[config.mk]
export PLATFORM = sky130hd
export DESIGN_NAME = sh4_fpu_issue
export DESIGN_NICKNAME = d
export VERILOG_FILES = /design/src/rtl/sh4_fpu_issue.sv
export SDC_FILE = /design/constraint.sdc
export NUM_CORES = 1
export LEC_CHECK = 0
export ABC_AREA = 1
export CAP_MARGIN = 10
export CORE_MARGIN = 3
export CORE_UTILIZATION = 32
export DETAILED_ROUTE_END_ITERATION = 10
export GPL_TIMING_DRIVEN = 0
export PLACE_DENSITY_LB_ADDON = 0.15
export SLEW_MARGIN = 20
export SYNTH_ARGS = -nofsm -noshare
export SYNTH_HDL_FRONTEND = slang
export SYNTH_SLANG_ARGS = --single-unit
[constraint.sdc]
create_clock -name clk -period 3.88 [get_ports clk]
set_clock_uncertainty 0.2 [all_clocks]
set_input_delay 0.388 -clock clk [delete_from_list [all_inputs] [get_ports clk]]
set_output_delay 0.388 -clock clk [all_outputs]
set_load 0.005 [all_outputs]
[src/rtl/sh4_fpu_issue.sv]
// Issue controller and write-port scoreboard in front of sh4_fpu: tracks pending
// FP register writes, resolves RAW/WAW/port hazards and dispatches FMA/DIV/CMP ops.
module sh4_fpu_issue #(
  parameter int FMA_LAT = 4,
  parameter int DIV_LAT = 12
) (
  input  logic        clk,
  input  logic        rst,
  input  logic        req_valid,
  output logic        req_ready,
  input  logic [3:0]  req_fop,
  input  logic        req_bank,
  input  logic [3:0]  req_rn,
  input  logic [3:0]  req_rm,
  output logic        iss_fma,
  output logic        iss_div,
  output logic        iss_cmp,
  output logic        iss_bad,
  output logic [4:0]  iss_tag,
  output logic        wb_exp_valid,
  output logic [4:0]  wb_exp_tag,
  output logic [31:0] busy
);

  localparam int CW = $clog2(DIV_LAT + 1);

  localparam logic [3:0] FOP_FADD    = 4'h0;
  localparam logic [3:0] FOP_FSUB    = 4'h1;
  localparam logic [3:0] FOP_FMUL    = 4'h2;
  localparam logic [3:0] FOP_FDIV    = 4'h3;
  localparam logic [3:0] FOP_FCMP_EQ = 4'h4;
  localparam logic [3:0] FOP_FCMP_GT = 4'h5;
  localparam logic [3:0] FOP_FMAC    = 4'h6;
  localparam logic [3:0] FOP_FSQRT   = 4'h7;

  typedef enum logic [1:0] {CLS_FMA, CLS_DIV, CLS_CMP, CLS_BAD} fop_cls_e;

  fop_cls_e cls;
  logic     rd_rm;
  logic     rd_r0;

  always_comb begin
    // NOTE: every signal driven here gets a default first, so no path can infer a latch.
    cls   = CLS_BAD;
    rd_rm = 1'b1;
    rd_r0 = 1'b0;
    case (req_fop)
      FOP_FADD, FOP_FSUB, FOP_FMUL: cls = CLS_FMA;
      FOP_FMAC: begin
        cls   = CLS_FMA;
        rd_r0 = 1'b1;
      end
      FOP_FDIV:  cls = CLS_DIV;
      FOP_FSQRT: begin
        cls   = CLS_DIV;
        rd_rm = 1'b0;
      end
      FOP_FCMP_EQ, FOP_FCMP_GT: cls = CLS_CMP;
      default: cls = CLS_BAD;
    endcase
  end

  logic [4:0] dst_tag;
  logic [4:0] rm_tag;
  logic [4:0] r0_tag;

  assign dst_tag = {req_bank, req_rn};
  assign rm_tag  = {req_bank, req_rm};
  assign r0_tag  = {req_bank, 4'h0};

  // rsv[i] is the write-port slot i cycles from the current one.
  logic [DIV_LAT:0] rsv_vld;
  logic [4:0]       rsv_tag [DIV_LAT+1];
  logic [CW-1:0]    div_cnt;

  logic src_clear;
  logic slot_free;

  always_comb begin
    src_clear = !busy[dst_tag] && !(rd_rm && busy[rm_tag]) && !(rd_r0 && busy[r0_tag]);
    case (cls)
      CLS_FMA: slot_free = !rsv_vld[FMA_LAT];
      CLS_DIV: slot_free = (div_cnt == '0) && !rsv_vld[DIV_LAT];
      default: slot_free = 1'b1;
    endcase
    req_ready = rst && req_valid && ((cls == CLS_BAD) || (src_clear && slot_free));
  end

  assign iss_fma      = req_ready && (cls == CLS_FMA);
  assign iss_div      = req_ready && (cls == CLS_DIV);
  assign iss_cmp      = req_ready && (cls == CLS_CMP);
  assign iss_bad      = req_ready && (cls == CLS_BAD);
  assign iss_tag      = req_ready ? dst_tag : 5'd0;
  assign wb_exp_valid = rsv_vld[0];
  assign wb_exp_tag   = rsv_tag[0];

  logic [DIV_LAT:0] rsv_vld_nxt;
  logic [4:0]       rsv_tag_nxt [DIV_LAT+1];
  logic [31:0]      busy_nxt;
  logic [CW-1:0]    div_cnt_nxt;

  always_comb begin
    rsv_vld_nxt = {1'b0, rsv_vld[DIV_LAT:1]};
    for (int i = 0; i < DIV_LAT; i++) rsv_tag_nxt[i] = rsv_tag[i+1];
    rsv_tag_nxt[DIV_LAT] = 5'd0;
    // Slot L seen this cycle becomes slot L-1 after the shift.
    if (iss_fma) begin
      rsv_vld_nxt[FMA_LAT-1] = 1'b1;
      rsv_tag_nxt[FMA_LAT-1] = dst_tag;
    end
    if (iss_div) begin
      rsv_vld_nxt[DIV_LAT-1] = 1'b1;
      rsv_tag_nxt[DIV_LAT-1] = dst_tag;
    end

    busy_nxt = busy;
    if (rsv_vld[0]) busy_nxt[rsv_tag[0]] = 1'b0;
    if (iss_fma || iss_div) busy_nxt[dst_tag] = 1'b1;

    div_cnt_nxt = div_cnt;
    if (iss_div) div_cnt_nxt = CW'(DIV_LAT - 1);
    else if (div_cnt != '0) div_cnt_nxt = div_cnt - CW'(1);
  end

  always_ff @(posedge clk) begin
    if (!rst) begin
      // NOTE: the tag array is reset too: entry 0 is a visible output with a defined reset value.
      rsv_vld <= '0;
      for (int i = 0; i <= DIV_LAT; i++) rsv_tag[i] <= 5'd0;
      busy    <= '0;
      div_cnt <= '0;
    end else begin
      // NOTE: non-blocking updates so every register samples the pre-edge values.
      rsv_vld <= rsv_vld_nxt;
      for (int i = 0; i <= DIV_LAT; i++) rsv_tag[i] <= rsv_tag_nxt[i];
      busy    <= busy_nxt;
      div_cnt <= div_cnt_nxt;
    end
  end

endmodule

## Word-level counts from Yosys, hierarchy flattened

Memories as Yosys holds them, arrays and structs flattened.
Cells that the tools add are included.

- Output and inout bits: 48
- RAM bits: 65
- Input bits: 16
- Memories: 1
- Logic and storage cells: 108
- Register bits after elaboration: 49

Memories:

| name | depth | width | rd ports | clocked after memory_dff | write ports | line | text |
|---|---|---|---|---|---|---|---|
| rsv_tag | 13 | 5 | 13 | 0 | 13 | 73 | `logic [4:0] rsv_tag [DIV_LAT+1];` |

- Equality and inequality tests: 10
- Bitwise gates (word level): 17
- Magnitude comparators: 6
- Reduce and logical (&&, ||, !) cells: 30
- Muxes and demuxes: 38
- Add/subtract/negate cells: 1

Operators by type and width:

| cell | count |
|---|---|
| 2-to-1 mux 5 bit | 16 |
| 2-to-1 mux 32 bit | 2 |
| bitwise AND 32 bit | 1 |
| NOT 32 bit | 1 |
| OR 32 bit | 1 |
| < comparator 5 x 6 -> 1 bit, second input constant | 4 |
| equality test 4 x 3 -> 1 bit, second input constant | 4 |
| logical AND 1 bit | 14 |
| OR 1 bit | 13 |
| 2-to-1 mux 1 bit | 12 |
| binary-select mux 1 bit (select 5 bit) | 2 |
| demux 1 bit (select 5 bit) | 2 |
| greater-or-equal comparator 5 x 1 -> 1 bit, second input constant | 2 |
| equality test 4 x 2 -> 1 bit, second input constant | 2 |
| logical NOT 4 bit | 2 |
| 2-to-1 mux 4 bit | 2 |
| one-hot mux 2 bit (3 select lines) | 1 |
| OR reduction 2 bit | 3 |
| logical NOT 1 bit | 5 |
| equality test 2 bit, second input constant | 2 |
| equality test 4 x 1 -> 1 bit, second input constant | 1 |
| nonzero test 4 bit | 1 |
| OR reduction 4 bit | 1 |
| subtractor 4 x 1 -> 4 bit, second input constant | 1 |
| other kinds (6) | 7 |

## Depth between registers and ports, before layout

- Depth in word-level cells: 12
- Depth in mapped cells: 16
- Mapped depth without buffers: 14

## Worst setup path after synthesis

No wires, ideal clock.

- Path type: input to output
- From: input port req_rm[0]
- To: output port iss_cmp
- Data required time: 3.292 ns
- Cell stages on the path: 14
- Setup slack: 1.583 ns
- Arrival: 1.709 ns
- Buffers on the path: 3
- Cell sequence: buf_4 inv_2 buf_4 nand2_1 nand3_1 nand3_1 nand2_1 nand2_1 nand3_1 nand3_2 nand2_4 nand2_8 buf_8 and3_1

- Longest elaborated chain between the ends: 10

Ends and longest elaborated chain:

| what | line | text |
|---|---|---|
| start, declared | 14 | `input logic [3:0] req_rm,` |
| binary-select mux 1 bit (select 5 bit) | 80 | `src_clear = !busy[dst_tag] && !(rd_rm && busy[rm_tag]) && !(rd_r0 && busy[r0_tag]);` |
| 2-to-1 mux 1 bit (implied by the code) | 80 |  |
| logical AND 1 bit | 80 |  |
| logical NOT 1 bit | 80 |  |
| logical AND 1 bit (2 in series) | 80 |  |
| logical AND 1 bit | 86 | `req_ready = rst && req_valid && ((cls == CLS_BAD) \|\| (src_clear && slot_free));` |
| logical OR 1 bit | 86 |  |
| logical AND 1 bit | 86 |  |
| via req_ready | 10 | `output logic req_ready,` |
| logical AND 1 bit | 91 | `assign iss_cmp = req_ready && (cls == CLS_CMP);` |
| end, declared | 17 | `output logic iss_cmp,` |

The timed path passes the listed nets, and every way through them passes these cells. The select of a mux whose other input is x is not followed.

## Final worst setup path

- From: input port req_rn[2]
- To: output port iss_fma

- Longest elaborated chain between the ends: 9

Ends and longest elaborated chain:

| what | line | text |
|---|---|---|
| start, declared | 13 | `input logic [3:0] req_rn,` |
| binary-select mux 1 bit (select 5 bit) | 80 |  |
| 2-to-1 mux 1 bit (implied by the code) | 80 |  |
| logical NOT 1 bit | 80 |  |
| logical AND 1 bit (2 in series) | 80 |  |
| logical AND 1 bit | 86 |  |
| logical OR 1 bit | 86 |  |
| logical AND 1 bit | 86 |  |
| logical AND 1 bit | 89 | `assign iss_fma = req_ready && (cls == CLS_FMA);` |
| end, declared | 15 | `output logic iss_fma,` |

Every way passes these cells. The select of a mux whose other input is x is not followed.

==> results.cfg <==
[clock_network]
clk-insertion-delay-late_ns = 0.36
cts_sinks = 108
h-tree-depth = 3
cts_root_buffer = clkbuf_16
cts_resized = 0
cts_tree = built
hold_buffers = 0
max-clock-path-buffers = 2
cts_setup_buffers = 0
numCtsBuffers = 9
clk_pin_slew_ns = 0.07

[route]
postRouteAntennaNets = 0
totalWireLength_um = 14500
routedWlPerCell_um = 15.4
drt_first_iter_violations = 405
vias = 4596
via_per_inst = 4.87
first_pass_iters = 5
drc = 0

[timing]
drv_slew = 0
min_period_over_period = 0.965
fmax_mhz = 267
worst_pin_slew_ns = 0.731
tns_ns = 0
period_minus_slack_ns = 3.74
setup_ws_ns = 0.137
rsz0062_at_grt = false
hold_viol_final = 0
setup_viol_count_final = 0
slew_headroom = 0.513

[critical_path]
rrSetupSlack_ns = 1.78
crit_fanout = 10
worstRegToRegCells = 14
end_kind = output pin
worstSetupStartpointType = input port
crit_type = input port to output pin
regToRegEndpoint = rsv_vld[3]$_SDFF_PN0_
reg2reg_from = busy[31]$_SDFF_PN0_
worstPathRequired_ns = 3.29
arrival_ns = 3.15

[cells_and_area]
antennaDiodeCount = 0
finalNetCount = 770
fill_cells = 1528
drive_gt1_frac = 0.138
areaGrowthSynthToFinish_pct = 23.1
design_area_um2 = 6110

[synthesis]
synth_seq_cells = 108
yosysSeqAreaShare = 0.436
synth-xor-area-share = 0
synth_top_area_share = 0.436
syn_inst = 684
synthMuxAreaShare = 0
synth_cell_type_count = 27
synthAdderAreaFrac = 0
syn_nets = 700
yosys_warnings = 0
synth-simple-area-share = 0.316
synth_compound_area_frac = 0.109
syn_area_per_cell_um2 = 7.25
syn_area_um2 = 4960
ys_top_cells_by_area = dfxtp_1, nand2_1, inv_1
synth_area_leader_cell = dfxtp_1
synth_top_family_by_area = simple AND/OR/NAND/NOR gates

[pwr]
power.leakage_uw = 0.00276
p_clk_frac = 0.427
comb_power_share = 0.095
powerDensity_nw_per_um2 = 381
p_seq_frac = 0.479
ir_drop_mv = 0.231
internal_power_uw = 1710
p_switching_uw = 620
swShare = 0.266

[global_routing]
grt_max_degree = 22
grt_pass1_vias = 4389
grt_pass1_wl_um = 22900
antenna_found_initial = 0
overflow = 0
grt_usage = 0.176

[floorplanning]
row_count = 44
initial_core_util = 0.334
die_h_um = 131
coreArea_um2 = 14900
fp.dieW_um = 131
pin_count = 64
dieArea_um2 = 17000

[placement]
place.gp.congestion = 0.936
numPortBuffers = 59
post_dp_cell_area_um2 = 5780
dp.final_hpwl_um = 10400
pre_cts_slack_ns = 0.183

[job]
maxCapViolCount = 0

[worst_hold_path]
whs_path_depth = 2
hold_class = register to register
hold_start = rsv_tag[0][9]$_SDFF_PN0_
hold_end = rsv_tag[0][4]$_SDFF_PN0_

[outcome]
status = finished, final reports clean
[through the flow]
stage | power (uW) | utilization | std cells | hold slack, ns
after floorplan | 1280 | - | 684 | 0.190
after global placement | 1360 | 0.389 | 927 | 0.192
after detailed placement | 1360 | 0.389 | 927 | 0.197
after CTS | 2350 | 0.411 | 943 | 0.213
after global routing | 2410 | 0.411 | 943 | 0.229
final | 2330 | 0.411 | 943 | 0.207
[cell usage after synthesis]
library cell / number
nand2_1: 180
inv_1: 114
dfxtp_1: 108
nor2_1: 58
nand3_1: 45
o21ai_0: 36
nand3_2: 33
a21oi_1: 30
a21oi_2: 20
buf_4: 9
nor3_1: 8
clkbuf_1: 7
buf_2: 5
buf_1: 4
inv_2: 4
nand2_2: 4
buf_6: 3
buf_8: 3
nor2_2: 3
o21ai_1: 3
a21oi_4: 1
a31oi_1: 1
and3_1: 1
buf_12: 1
inv_8: 1
nand2_4: 1
nand2_8: 1
[worst max-delay path by stage]
stage | start | endpoint | cells past startpoint
global placement | req_rn[2] | iss_fma | 13
global route | req_rn[2] | iss_fma | 13
floorplan | req_rm[0] | iss_cmp | 14
finish | req_rn[2] | iss_fma | 13
detailed placement | req_rn[2] | iss_fma | 13
CTS | req_rn[2] | iss_fma | 13
[per-layer routing]
metal | track usage | part of all wire | up-vias
li1 | - | - | 2242
met1 | 0.235 | 0.45 | 2156
met2 | 0.280 | 0.45 | 168
met3 | 0.0378 | 0.072 | 30
met4 | 0.0659 | 0.027 | 0
met5 | 0 | 0 | -
[power by group through the flow]
stage	combinational (uW)	sequential, uW	clock (uW)
final	221	1110	994
after global routing	243	1120	1060
after CTS	219	1110	1020
after detailed placement	218	1140	0
after global placement	216	1140	0
after floorplan	143	1140	0
[critical path: stages]
cell	delay, ns
clkdlybuf4s50_1	0.63
inv_1	0.27
nor3_1	0.30
nand2_1	0.12
nand2_1	0.10
nor2_2	0.07
a21oi_4	0.18
nand2_4	0.11
nand2_8	0.13
buf_8	0.15
nand2_1	0.11
inv_1	0.09
clkdlybuf4s50_1	0.50
[layout by cell type, fill, tap and decap left out, types with 5 or more instances in the layout]
cell / count
a21oi_2: 20
clkbuf_1: 7
o21ai_0: 36
clkbuf_16: 9
nor2_1: 58
nand3_2: 33
nand3_1: 45
dfxtp_1: 108
clkdlybuf4s50_1: 59
nor3_1: 8
buf_2: 5
nand2_1: 180
inv_1: 114
buf_4: 9
a21oi_1: 30
[registers in the layout, indices dropped and copies added, names as in the netlist]
signal   cells
rsv_vld     12
div_cnt      4
busy        32
rsv_tag     60
[layout make-up]
type	count	area, um^2	area share
multi-input combinational	425	2110	0.346
sequential	108	2160	0.354
inverter	119	454	0.0743
timing repair buffer	59	591	0.0966
tap	184	230	0.0377
clock buffer	9	225	0.0369
buffer	32	233	0.0381
clock inverter	7	103	0.0168
[cell families (layout without fill, tap and decap cells)]
kind of cell	count (synthesis)	count (layout)
AOI/OAI and AO/OA	91	91
DFF	108	108
buffers and inverters	151	226
and+or+nand+nor	334	334
(Power assumes the default switching activity.)
